`config.mk`:
```
export PLATFORM = sky130hd
export DESIGN_NAME = vram_port_responder_flat
export DESIGN_NICKNAME = d
export VERILOG_FILES = /design/src/rtl/vram_port_responder_if.sv /design/src/rtl/vram_port_responder.sv /design/src/flat_wrapper.sv
export SDC_FILE = /design/constraint.sdc
export NUM_CORES = 1
export LEC_CHECK = 0
export ABC_AREA = 1
export CAP_MARGIN = 20
export CORE_MARGIN = 5
export CORE_UTILIZATION = 25
export DETAILED_ROUTE_END_ITERATION = 16
export GPL_TIMING_DRIVEN = 0
export SKIP_LAST_GASP = 1
export SLEW_MARGIN = 0
export SYNTH_ARGS = -nofsm -noshare
export SYNTH_HDL_FRONTEND = slang
export SYNTH_SLANG_ARGS = --single-unit
export TNS_END_PERCENT = 20
```
`constraint.sdc`:
```
create_clock -name clk -period 6.3 [get_ports clk]
set_input_delay 1.575 -clock clk [delete_from_list [all_inputs] [get_ports clk]]
set_output_delay 1.575 -clock clk [all_outputs]
set_load 0.005 [all_outputs]
```
`src/rtl/vram_port_responder_if.sv`:
```
// rtl/vram_port_responder_if.sv - Avalon-MM bus between the VRAM port responder and the memory controller
interface vram_port_responder_if #(
    parameter int ADDR_W = 25,
    parameter int DATA_W = 16
);
    logic [ADDR_W-1:0] mem_address;
    logic              mem_write;
    logic [DATA_W-1:0] mem_writedata;
    logic              mem_read;
    logic              mem_waitrequest;
    logic [DATA_W-1:0] mem_readdata;
    logic              mem_readdatavalid;

    modport master (
        output mem_address,
        output mem_write,
        output mem_writedata,
        output mem_read,
        input  mem_waitrequest,
        input  mem_readdata,
        input  mem_readdatavalid
    );

    modport slave (
        input  mem_address,
        input  mem_write,
        input  mem_writedata,
        input  mem_read,
        output mem_waitrequest,
        output mem_readdata,
        output mem_readdatavalid
    );
endinterface

```
`src/rtl/vram_port_responder.sv`:
```
// rtl/vram_port_responder.sv - tile-VRAM client port responder: write/read FIFOs drained/filled over Avalon-MM
module vram_port_responder #(
    parameter int ADDR_W      = 25,
    parameter int DATA_W      = 16,
    parameter int WFIFO_DEPTH = 16,
    parameter int RFIFO_DEPTH = 16,
    parameter int READ_BURST  = 10
) (
    input  logic                  clk,
    input  logic                  reset,
    input  logic                  write_ld,
    input  logic [ADDR_W-1:0]     writeaddr,
    input  logic                  write_req,
    input  logic [DATA_W-1:0]     writedata,
    input  logic                  read_ld,
    input  logic [ADDR_W-1:0]     readaddr,
    input  logic                  read_req,
    output logic [DATA_W-1:0]     readdata,
    output logic [15:0]           wr_buffer,
    output logic [15:0]           rd_buffer,
    output logic                  wr_overflow,
    vram_port_responder_if.master mem
);
    localparam int WAW = $clog2(WFIFO_DEPTH);
    localparam int WCW = WAW + 1;
    localparam int RAW = $clog2(RFIFO_DEPTH);
    localparam int RCW = RAW + 1;
    localparam int LW  = $clog2(READ_BURST + 1);

    localparam logic [WCW-1:0]    WF_FULL  = WCW'(WFIFO_DEPTH);
    localparam logic [RCW-1:0]    RF_FULL  = RCW'(RFIFO_DEPTH);
    localparam logic [LW-1:0]     BURST    = LW'(READ_BURST);
    localparam logic [ADDR_W-1:0] ADDR_ONE = ADDR_W'(1);
    localparam logic [WAW-1:0]    WPTR_ONE = WAW'(1);
    localparam logic [RAW-1:0]    RPTR_ONE = RAW'(1);
    localparam logic [LW-1:0]     LEFT_ONE = LW'(1);

    typedef enum logic [1:0] {
        S_IDLE,
        S_WR,
        S_RD
    } state_t;

    state_t state_q;
    state_t state_d;

    // write side
    logic [DATA_W-1:0] wf_mem [WFIFO_DEPTH];
    logic [WAW-1:0]    wf_wr_ptr;
    logic [WAW-1:0]    wf_rd_ptr;
    logic [WCW-1:0]    wf_count;
    logic [ADDR_W-1:0] wr_addr;
    logic              wr_cmd_stale;
    logic              wf_full;
    logic              wf_push;
    logic              wf_pop;

    // read side
    logic [DATA_W-1:0] rf_mem [RFIFO_DEPTH];
    logic [RAW-1:0]    rf_wr_ptr;
    logic [RAW-1:0]    rf_rd_ptr;
    logic [RCW-1:0]    rf_count;
    logic [ADDR_W-1:0] rd_addr;
    logic [LW-1:0]     rd_left;
    logic [RCW-1:0]    outstanding;
    logic [RCW-1:0]    discard;
    logic              rd_cmd_stale;
    logic              rf_push;
    logic              rf_pop;
    logic              ret_ok;
    logic              ret_drop;
    logic [RCW:0]      rd_commit;
    logic              rd_room;

    // command currently presented on the bus, frozen until accepted
    logic [ADDR_W-1:0] cmd_addr;
    logic [DATA_W-1:0] cmd_wdata;

    logic wr_accept;
    logic rd_accept;

    assign wr_accept = (state_q == S_WR) && !mem.mem_waitrequest;
    assign rd_accept = (state_q == S_RD) && !mem.mem_waitrequest;

    // The in-flight word stays counted until accepted; a write_ld while it is
    // in flight marks it stale so its acceptance no longer pops the new FIFO.
    assign wf_full = (wf_count == WF_FULL);
    assign wf_push = write_req && (write_ld || !wf_full);
    assign wf_pop  = wr_accept && !wr_cmd_stale && !write_ld;

    // Returns with nothing outstanding are ignored; stale returns are dropped.
    assign ret_ok    = mem.mem_readdatavalid && (outstanding != '0);
    assign ret_drop  = ret_ok && (discard != '0);
    assign rf_push   = ret_ok && (discard == '0) && !read_ld && (rf_count != RF_FULL);
    assign rf_pop    = read_req && (rf_count != '0) && !read_ld;
    assign rd_commit = {1'b0, rf_count} + {1'b0, outstanding};
    assign rd_room   = rd_commit < {1'b0, RF_FULL};

    assign mem.mem_write     = (state_q == S_WR);
    assign mem.mem_read      = (state_q == S_RD);
    assign mem.mem_address   = cmd_addr;
    assign mem.mem_writedata = cmd_wdata;

    assign readdata  = (rf_count != '0) ? rf_mem[rf_rd_ptr] : '0;
    assign wr_buffer = 16'(wf_count);
    assign rd_buffer = 16'(rf_count);

    // Engine state register.
    always_ff @(posedge clk or posedge reset) begin
        if (reset) begin
            state_q <= S_IDLE;
        end else begin
            state_q <= state_d;
        end
    end

    // Engine next state: writes before reads; a reload this cycle defers issue
    // by one cycle so the command is built from the reloaded address.
    always_comb begin
        state_d = state_q;
        case (state_q)
            S_IDLE: begin
                if (write_ld || read_ld) begin
                    state_d = S_IDLE;
                end else if (wf_count != '0) begin
                    state_d = S_WR;
                end else if ((rd_left != '0) && rd_room) begin
                    state_d = S_RD;
                end
            end
            S_WR: begin
                if (!mem.mem_waitrequest) begin
                    state_d = S_IDLE;
                end
            end
            S_RD: begin
                if (!mem.mem_waitrequest) begin
                    state_d = S_IDLE;
                end
            end
            default: state_d = S_IDLE;
        endcase
    end

    // Latch address/data when a command is launched so reloads cannot alter it.
    always_ff @(posedge clk or posedge reset) begin
        if (reset) begin
            cmd_addr  <= '0;
            cmd_wdata <= '0;
        end else if (state_q == S_IDLE) begin
            if (state_d == S_WR) begin
                cmd_addr  <= wr_addr;
                cmd_wdata <= wf_mem[wf_rd_ptr];
            end else if (state_d == S_RD) begin
                cmd_addr <= rd_addr;
            end
        end
    end

    // Write FIFO pointers, count, address and overflow flag.
    always_ff @(posedge clk or posedge reset) begin
        if (reset) begin
            wf_wr_ptr    <= '0;
            wf_rd_ptr    <= '0;
            wf_count     <= '0;
            wr_addr      <= '0;
            wr_overflow  <= 1'b0;
            wr_cmd_stale <= 1'b0;
        end else begin
            if (write_ld) begin
                wr_addr   <= writeaddr;
                wf_rd_ptr <= '0;
                wf_wr_ptr <= wf_push ? WPTR_ONE : '0;
                wf_count  <= wf_push ? WCW'(1) : '0;
            end else begin
                if (wf_push) begin
                    wf_wr_ptr <= wf_wr_ptr + WPTR_ONE;
                end
                if (wf_pop) begin
                    wf_rd_ptr <= wf_rd_ptr + WPTR_ONE;
                    wr_addr   <= wr_addr + ADDR_ONE;
                end
                wf_count <= wf_count + WCW'(wf_push) - WCW'(wf_pop);
            end
            if (write_req && !write_ld && wf_full) begin
                wr_overflow <= 1'b1;
            end
            wr_cmd_stale <= (state_q == S_WR) && mem.mem_waitrequest && (write_ld || wr_cmd_stale);
        end
    end

    // Write FIFO storage; a push alongside write_ld lands in the first slot.
    always_ff @(posedge clk) begin
        if (wf_push) begin
            wf_mem[write_ld ? '0 : wf_wr_ptr] <= writedata;
        end
    end

    // Read prefetch bookkeeping and read FIFO pointers/count.
    always_ff @(posedge clk or posedge reset) begin
        if (reset) begin
            rf_wr_ptr    <= '0;
            rf_rd_ptr    <= '0;
            rf_count     <= '0;
            rd_addr      <= '0;
            rd_left      <= '0;
            outstanding  <= '0;
            discard      <= '0;
            rd_cmd_stale <= 1'b0;
        end else begin
            outstanding <= outstanding + RCW'(rd_accept) - RCW'(ret_ok);
            if (read_ld) begin
                rd_addr   <= readaddr;
                rd_left   <= BURST;
                rf_wr_ptr <= '0;
                rf_rd_ptr <= '0;
                rf_count  <= '0;
                // everything still in flight after this edge belongs to the old request
                discard   <= outstanding + RCW'(rd_accept) - RCW'(ret_ok);
            end else begin
                discard <= discard + RCW'(rd_accept && rd_cmd_stale) - RCW'(ret_drop);
                if (rd_accept && !rd_cmd_stale) begin
                    rd_addr <= rd_addr + ADDR_ONE;
                    rd_left <= rd_left - LEFT_ONE;
                end
                if (rf_push) begin
                    rf_wr_ptr <= rf_wr_ptr + RPTR_ONE;
                end
                if (rf_pop) begin
                    rf_rd_ptr <= rf_rd_ptr + RPTR_ONE;
                end
                rf_count <= rf_count + RCW'(rf_push) - RCW'(rf_pop);
            end
            rd_cmd_stale <= (state_q == S_RD) && mem.mem_waitrequest && (read_ld || rd_cmd_stale);
        end
    end

    // Read FIFO storage.
    always_ff @(posedge clk) begin
        if (rf_push) begin
            rf_mem[rf_wr_ptr] <= mem.mem_readdata;
        end
    end
endmodule
```
`src/flat_wrapper.sv`:
```
// flat-port wrapper written by rule: the top's interface ports become plain ports
module vram_port_responder_flat 
#(
    parameter int ADDR_W      = 25,
    parameter int DATA_W      = 16,
    parameter int WFIFO_DEPTH = 16,
    parameter int RFIFO_DEPTH = 16,
    parameter int READ_BURST  = 10
)
  (clk, reset, write_ld, writeaddr, write_req, writedata, read_ld, readaddr, read_req, readdata, wr_buffer, rd_buffer, wr_overflow, mem_mem_address, mem_mem_write, mem_mem_writedata, mem_mem_read, mem_mem_waitrequest, mem_mem_readdata, mem_mem_readdatavalid);
  vram_port_responder_if #(.ADDR_W(ADDR_W), .DATA_W(DATA_W)) mem_i ();
  input  logic clk;
  input  logic reset;
  input  logic write_ld;
  input  logic [ADDR_W-1:0] writeaddr;
  input  logic write_req;
  input  logic [DATA_W-1:0] writedata;
  input  logic read_ld;
  input  logic [ADDR_W-1:0] readaddr;
  input  logic read_req;
  output logic [DATA_W-1:0] readdata;
  output logic [15:0] wr_buffer;
  output logic [15:0] rd_buffer;
  output logic wr_overflow;
  output wire logic [$bits(mem_i.mem_address)-1:0] mem_mem_address;
  output wire logic [$bits(mem_i.mem_write)-1:0] mem_mem_write;
  output wire logic [$bits(mem_i.mem_writedata)-1:0] mem_mem_writedata;
  output wire logic [$bits(mem_i.mem_read)-1:0] mem_mem_read;
  input wire logic [$bits(mem_i.mem_waitrequest)-1:0] mem_mem_waitrequest;
  input wire logic [$bits(mem_i.mem_readdata)-1:0] mem_mem_readdata;
  input wire logic [$bits(mem_i.mem_readdatavalid)-1:0] mem_mem_readdatavalid;
  assign mem_mem_address = mem_i.mem_address;
  assign mem_mem_write = mem_i.mem_write;
  assign mem_mem_writedata = mem_i.mem_writedata;
  assign mem_mem_read = mem_i.mem_read;
  assign mem_i.mem_waitrequest = mem_mem_waitrequest;
  assign mem_i.mem_readdata = mem_mem_readdata;
  assign mem_i.mem_readdatavalid = mem_mem_readdatavalid;
  vram_port_responder #(.ADDR_W(ADDR_W), .DATA_W(DATA_W), .WFIFO_DEPTH(WFIFO_DEPTH), .RFIFO_DEPTH(RFIFO_DEPTH), .READ_BURST(READ_BURST)) u_core (.clk(clk), .reset(reset), .write_ld(write_ld), .writeaddr(writeaddr), .write_req(write_req), .writedata(writedata), .read_ld(read_ld), .readaddr(readaddr), .read_req(read_req), .readdata(readdata), .wr_buffer(wr_buffer), .rd_buffer(rd_buffer), .wr_overflow(wr_overflow), .mem(mem_i));
endmodule
```
Word level (Yosys, flattened, before mapping)
Memory sizes are Yosys's and may differ from the RTL's. A register that Yosys moved wholly into a read port is not among the register bits.
Cells that the tools add are included.
W data, S select, Z words.
{"block": "op_classes", "order_cmp": 1, "addsub": 16, "n_mux": 32, "n_eq_ne": 6, "reduce_logical": 47}
{"operator": "$mux W25", "n": 6}
{"operator": "$add A25 B1 Y25 const B", "n": 2}
{"operator": "$mux W4", "n": 11}
{"operator": "$logic_and A1 B1 Y1", "n": 21}
{"operator": "$add A5 B1 Y5", "n": 4}
{"operator": "$reduce_bool A5 Y1", "n": 4}
{"operator": "$sub A5 B1 Y5", "n": 4}
{"operator": "$add A4 B1 Y4 const B", "n": 4}
{"operator": "$mux W16", "n": 1}
{"operator": "$mux W5", "n": 3}
{"operator": "$reduce_bool A2 Y1", "n": 6}
{"operator": "$mux W2", "n": 4}
{"operator": "$add A5 B5 Y6", "n": 1}
{"operator": "$logic_not A1 Y1", "n": 6}
{"operator": "$lt A6 B5 Y1 const B", "n": 1}
{"operator": "$mux W1", "n": 6}
{"operator": "$eq A5 B5 Y1 const B", "n": 1}
{"operator": "$logic_not A5 Y1", "n": 1}
{"operator": "$ne A5 B5 Y1 const B", "n": 1}
{"operator": "$eq A2 B1 Y1 const B", "n": 2}
{"operator": "$eq A2 B2 Y1 const B", "n": 2}
{"operator": "$logic_or A1 B1 Y1", "n": 4}
{"operator": "$pmux W2 S2", "n": 1}
{"operator": "$reduce_and A2 Y1", "n": 2}
{"operator": "4 further kinds", "n": 4}
{"block": "word_totals", "in_bits": 90, "register_bits": 120, "mem_count": 2, "ramBits": 512, "word_cells": 120, "output_inout_bits": 92}
{"name": "u_core.rf_mem", "depth": 16, "word_bits": 16, "read_ports": 1, "rd_clocked_by_memory_dff": 0, "write_ports": 1, "line_no": "vram_port_responder.sv:59", "rtl": "logic [DATA_W-1:0] rf_mem [RFIFO_DEPTH];"}
{"name": "u_core.wf_mem", "depth": 16, "word_bits": 16, "read_ports": 1, "rd_clocked_by_memory_dff": 1, "write_ports": 1, "line_no": "vram_port_responder.sv:48", "rtl": "logic [DATA_W-1:0] wf_mem [WFIFO_DEPTH];"}

Longest topological paths before layout
Gate-level depths: netlist (run 1).
{"block": "logic_depth", "depth_word": 10, "depth_mapped": 18, "ltp_nobuf": 18}

Worst setup path before layout (run 1)
No wires, ideal clock.
{"block": "synth_timing", "path_kind": "input -> register", "start": "in write_ld", "end": "reg u_core.cmd_addr[1] (netlist: u_core.mem.mem_address[1])", "t_required_ns": 6.217, "t_arrival_ns": 3.573, "path_buffers": 3, "slack_ns": 2.644, "setup_ns": 0.083, "path_stages": 17, "cell_sequence": "buf_4 inv_1 nand3_1 inv_1 nand2_1 nand2_1 nand2_1 o21ai_1 inv_2 buf_2 nor2_1 inv_1 ha_1 nor2_1 clkbuf_1 o21ai_0 o21ai_0"}
{"block": "synth_via", "elab_chain_len": 6, "elab_cells_between_ends": 8, "classes_between": "eq/ne: 2; mux: 3; reduce/logical: 3"}
{"element": "from (decl)", "line_no": "flat_wrapper.sv:14", "rtl": "input logic write_ld;"}
{"element": "$logic_or A1 B1 Y1 (*)", "line_no": "vram_port_responder.sv:123", "rtl": "if (write_ld || read_ld) begin"}
{"element": "$mux W2 (*)", "line_no": "vram_port_responder.sv:123"}
{"element": "$pmux W2 S2 (*)", "line_no": "vram_port_responder.sv:121", "rtl": "case (state_q)"}
{"element": "via u_core.state_d[1]", "line_no": "vram_port_responder.sv:45", "rtl": "state_t state_d;"}
{"element": "$eq A2 B2 Y1 / $eq A2 B1 Y1 (equally long branches)", "line_no": "vram_port_responder.sv:154, vram_port_responder.sv:151"}
{"element": "$reduce_bool A2 Y1 (no line)"}
{"element": "$reduce_and A2 Y1 (no line)"}
{"element": "to (signal assigned)", "line_no": "vram_port_responder.sv:152", "rtl": "cmd_addr <= wr_addr;"}
{"element": "to (signal assigned)", "line_no": "vram_port_responder.sv:155", "rtl": "cmd_addr <= rd_addr;"}
{"element": "to (decl)", "line_no": "vram_port_responder.sv:76", "rtl": "logic [ADDR_W-1:0] cmd_addr;"}
The timed path passes the listed nets; every way through them passes the cells marked *.
A chain may end at the register's enable or synchronous reset.

Worst setup path in the final report (run 1)
{"block": "layout_timing", "start": "reg u_core.rf_rd_ptr[0]", "end": "out readdata[2]"}
{"block": "layout_via", "elab_chain_len": 2}
{"element": "from (decl)", "line_no": "vram_port_responder.sv:61", "rtl": "logic [RAW-1:0] rf_rd_ptr;"}
{"element": "from (signal assigned)", "line_no": "vram_port_responder.sv:230", "rtl": "rf_rd_ptr <= rf_rd_ptr + RPTR_ONE;"}
{"element": "$mem_v2 Z16 W16"}
{"element": "$mux W16", "line_no": "vram_port_responder.sv:104", "rtl": "assign readdata = (rf_count != '0) ? rf_mem[rf_rd_ptr] : '0;"}
{"element": "to (decl)", "line_no": "flat_wrapper.sv:21", "rtl": "output logic [DATA_W-1:0] readdata;"}
No other way between the ends.

==> results.ini, run 1 <==
[critical_path]
reg2reg_setup_slack_ps = 2730
startpoint_type = register
crit_arrival_ps = 3700
r2r_end = u_core.mem.mem_writedata[8]
cp-end-kind = output pin
cp_max_fo = 10
rr_startpoint = u_core.rf_count[4]
r2r_cells = 14
path_class = reg2out
worstPathRequired_ps = 4720

[sta]
setup_viol = 0
period_minus_slack_ps = 5272
rsz0062_at_grt = false
holdWs_ps = 466.0
tns_ps = 0
worst_pin_slew_ps = 983.7
postLayoutSetupSlackWorst_ps = 1028
min_period_over_period_pct = 83.68
hold_viol_final = 0
fmax_mhz = 189.7
relSlewSlack_pct = 34.35
fin_skew_ps = 36.90
drv_slew = 0

[placement]
dp_slack_ps = 1476
numPortBuffers = 158
hpwl_mm = 57.33
place.gp.congestion = 0.8800
dp.cells = 4109

[cells_and_area]
finalNetCount = 2832
instances_no_fill = 4241
drive_above_1_share_pct = 9.306
syn2layout_area_growth_pct = 22.71

[logic_synthesis]
synth_cell_types = 47
synth_largest_area_cell = edfxtp_1
synthTopCellsByArea = edfxtp_1 (55%), dfrtp_1 (12%), o21ai_0 (4.6%)
synth_compound_area_share_pct = 11.71
ys_async_sr_fraction_pct = 20.99
synth_flop_cell = edfxtp_1
yosysTopAreaCellShare_pct = 54.99
netlist_area_sq_mm = 0.02796
ys_seq_area_share_pct = 67.16
muxShareOfSynthArea_pct = 1.146
syn_area_per_cell_sq_um = 11.57
synthSimpleGateAreaFrac_pct = 11.96
synth-edff-count = 512
ys_ff_latch = 648
synth_xor_area_share_pct = 1.378
yosys.area_share.adder_pct = 2.211
syn_inst = 2416
ys_warn_count = 0
synth_top_family_by_area = simple AND/OR/NAND/NOR gates

[global_route]
grt-ovfl-total = 0
grt_usage_pct = 13.39
grt_pass1_vias = 19020
grt_pass1_wl_mm = 120.5
grt_max_degree = 71
antenna_found_initial = 2

[hold_path]
min_from = u_core.wr_overflow
min_path_type = reg2reg
whs_endpoint = u_core.wr_overflow
hold_depth = 1

[power_and_ir_drop]
ir_drop_mv = 0.2724
power.leakage_nw = 12.25
power_density_mw_per_mm2 = 350.5

[clock_tree]
cts-hold-fix-buffers = 0
postCtsResizedCells = 0
clkTransAtPathRegs_ps = 60
cts_max_level = 3
post_cts_buffers = 0
cts_tree = built
cts_max_path_buffers = 3
cts_sinks = 648
insertion_delay_ps = 630
cts-root-buf = clkbuf_16
cts-buffers-inserted = 71

[die]
rows = 122
ios = 182
die_x_um = 344.4
coreArea_sq_mm = 0.1108
dieArea_sq_mm = 0.1186
initial_core_util_pct = 25.23
die_y_um = 344.4

[route]
wl_mm = 81.86
post-route-drc-count = 0
viasPerCell = 4.641
antenna_left = 0
firstDrtPassIters = 5
first_iter_violations = 1883
vias = 19680
avgRoutedWirePerCell_um = 19.30

[run_status]
outcome = completed

[flow_run]
max-cap-violations = 0

[cell families (layout without fill, tap and decap cells)]
logic type      count (synthesis)  after routing
flops                         648            648
fa+ha+maj                      47             47
mux                            32             32
xor+xnor                       44             44
simple gates                  797            797
compound gates                557            557
buf+inv                       290            604
other cells                     1             24
[cells in the mapped netlist, types with 2 or more instances]
master,n
o21a_1,6
o21ai_1,3
buf_2,35
nor3_1,33
edfxtp_1,512
a21o_1,9
o311ai_0,2
fa_1,4
xnor2_1,9
nand3_1,61
clkinv_1,3
nor3_4,2
mux2i_1,32
ha_1,43
dfrtp_1,136
nor4_2,2
nand3_2,5
o22ai_1,50
nor4_1,8
nand4_1,27
nor2_4,4
inv_1,130
xor2_1,35
inv_2,6
a21oi_1,107
o211ai_1,23
a31oi_1,14
nor2_2,6
nor2_1,324
nand2_4,2
nand2_2,2
a211oi_1,17
o221ai_1,66
buf_4,27
o21ai_0,256
nand2_1,318
clkbuf_1,87
[power breakdown]
group	switching [mW]	total, mW	internal, mW	leakage [nW]
registers	0.248	5.14	4.90	6.28
clock network	1.75	4.12	2.37	1.12
logic	1.65	2.76	1.11	4.85
[cell type report]
| cell class | count | area, sq um |
|---|---|---|
| multi-input cells | 1499 | 8103 |
| diodes | 2 | 5.005 |
| clock inverters | 35 | 374.1 |
| fillers | 11260 | 76510 |
| clock buffers | 94 | 1913 |
| plain buffers | 151 | 713.2 |
| inverters | 139 | 526.8 |
| repair buffers | 185 | 2034 |
| well taps | 1488 | 1862 |
| flip-flops and latches | 648 | 18780 |
[cell usage in the layout, fill, tap and decap left out, types with 23 or more instances in the layout]
master	count
dfrtp_1	136
nand3_1	61
nor2_2	37
nor3_1	33
mux2i_1	32
o221ai_1	66
o22ai_1	50
nand4_1	27
clkbuf_1	105
o21ai_0	256
buf_2	35
ha_1	43
buf_4	29
clkbuf_16	71
inv_1	129
edfxtp_1	512
clkdlybuf4s50_1	158
xor2_1	35
o211ai_1	23
nand2_1	318
a21oi_1	107
nor2_1	293
[sequential cells by signal (all words and copies together) (netlist names), 2 cells and up]
name,flops
u_core.mem.mem_writedata,16
u_core.wf_wr_ptr,4
u_core.wr_addr,25
u_core.discard,5
u_core.outstanding,5
u_core.state_q,2
u_core.wf_mem,256
u_core.rf_count,5
u_core.wf_rd_ptr,4
u_core.wf_count,5
u_core.mem.mem_address,25
u_core.rd_left,4
u_core.rf_mem,256
u_core.rf_rd_ptr,4
u_core.rd_addr,25
u_core.rf_wr_ptr,4
[critical path: stages (launching register included)]
cell	delay [ps]
dfrtp_1	440
buf_2	220
inv_2	150
clkbuf_1	540
nor2_1	90
o22ai_1	300
a21oi_1	160
a211oi_1	560
clkdlybuf4s50_1	630
[per-stage QoR]
stage	util (%)	instance area (sq um)	power [mW]
3_5_place_dp	28.88	32010	7.992
6_report	30.96	34310	12.03
2_1_floorplan	-	28040	6.634
3_3_place_gp	28.41	31480	7.949
5_1_grt	30.95	34300	12.59
4_1_cts	30.95	34300	12.12
[how the worst max path moves through the flow]
| stage | start | end | slack, ps | cells after the start |
|---|---|---|---|---|
| detailed placement | mem_mem_waitrequest | u_core.wf_count[4] | 1480 | 16 |
| global route | u_core.rf_rd_ptr[0] | readdata[2] | 840 | 8 |
| floorplan | reset | u_core.discard[0] | 1090 | 1 |
| finish | u_core.rf_rd_ptr[0] | readdata[2] | 1030 | 8 |
| CTS | u_core.rf_rd_ptr[0] | readdata[2] | 910 | 8 |
| global placement | reset | u_core.rf_rd_ptr[2] | -1460 | 2 |
[per-layer routing]
metal | share of wire [%] | global-route usage [%]
met4 | 3.1 | 4.461
met5 | 0 | 0
met1 | 44 | 18.10
met3 | 6.4 | 2.170
met2 | 47 | 21.97
Note: power is estimated with default switching activity, not from simulation.
==> inputs of run 2 (changes only) <==
- clock period: 6.3 -> 5.2 ns (I/O delays scaled with it)
==> results of run 2 <==
Same layout as run 1 (identical final DEF). Status: completed.
Main changes from that run: setup slack after placement 1476 ps -> 650.7 ps; setup slack after layout 1028 ps -> 203.3 ps; register-to-register setup slack 2730 ps -> 1630 ps; total power 12.03 mW -> 14.57 mW; worst IR drop on VDD 0.2724 mV -> 0.3301 mV
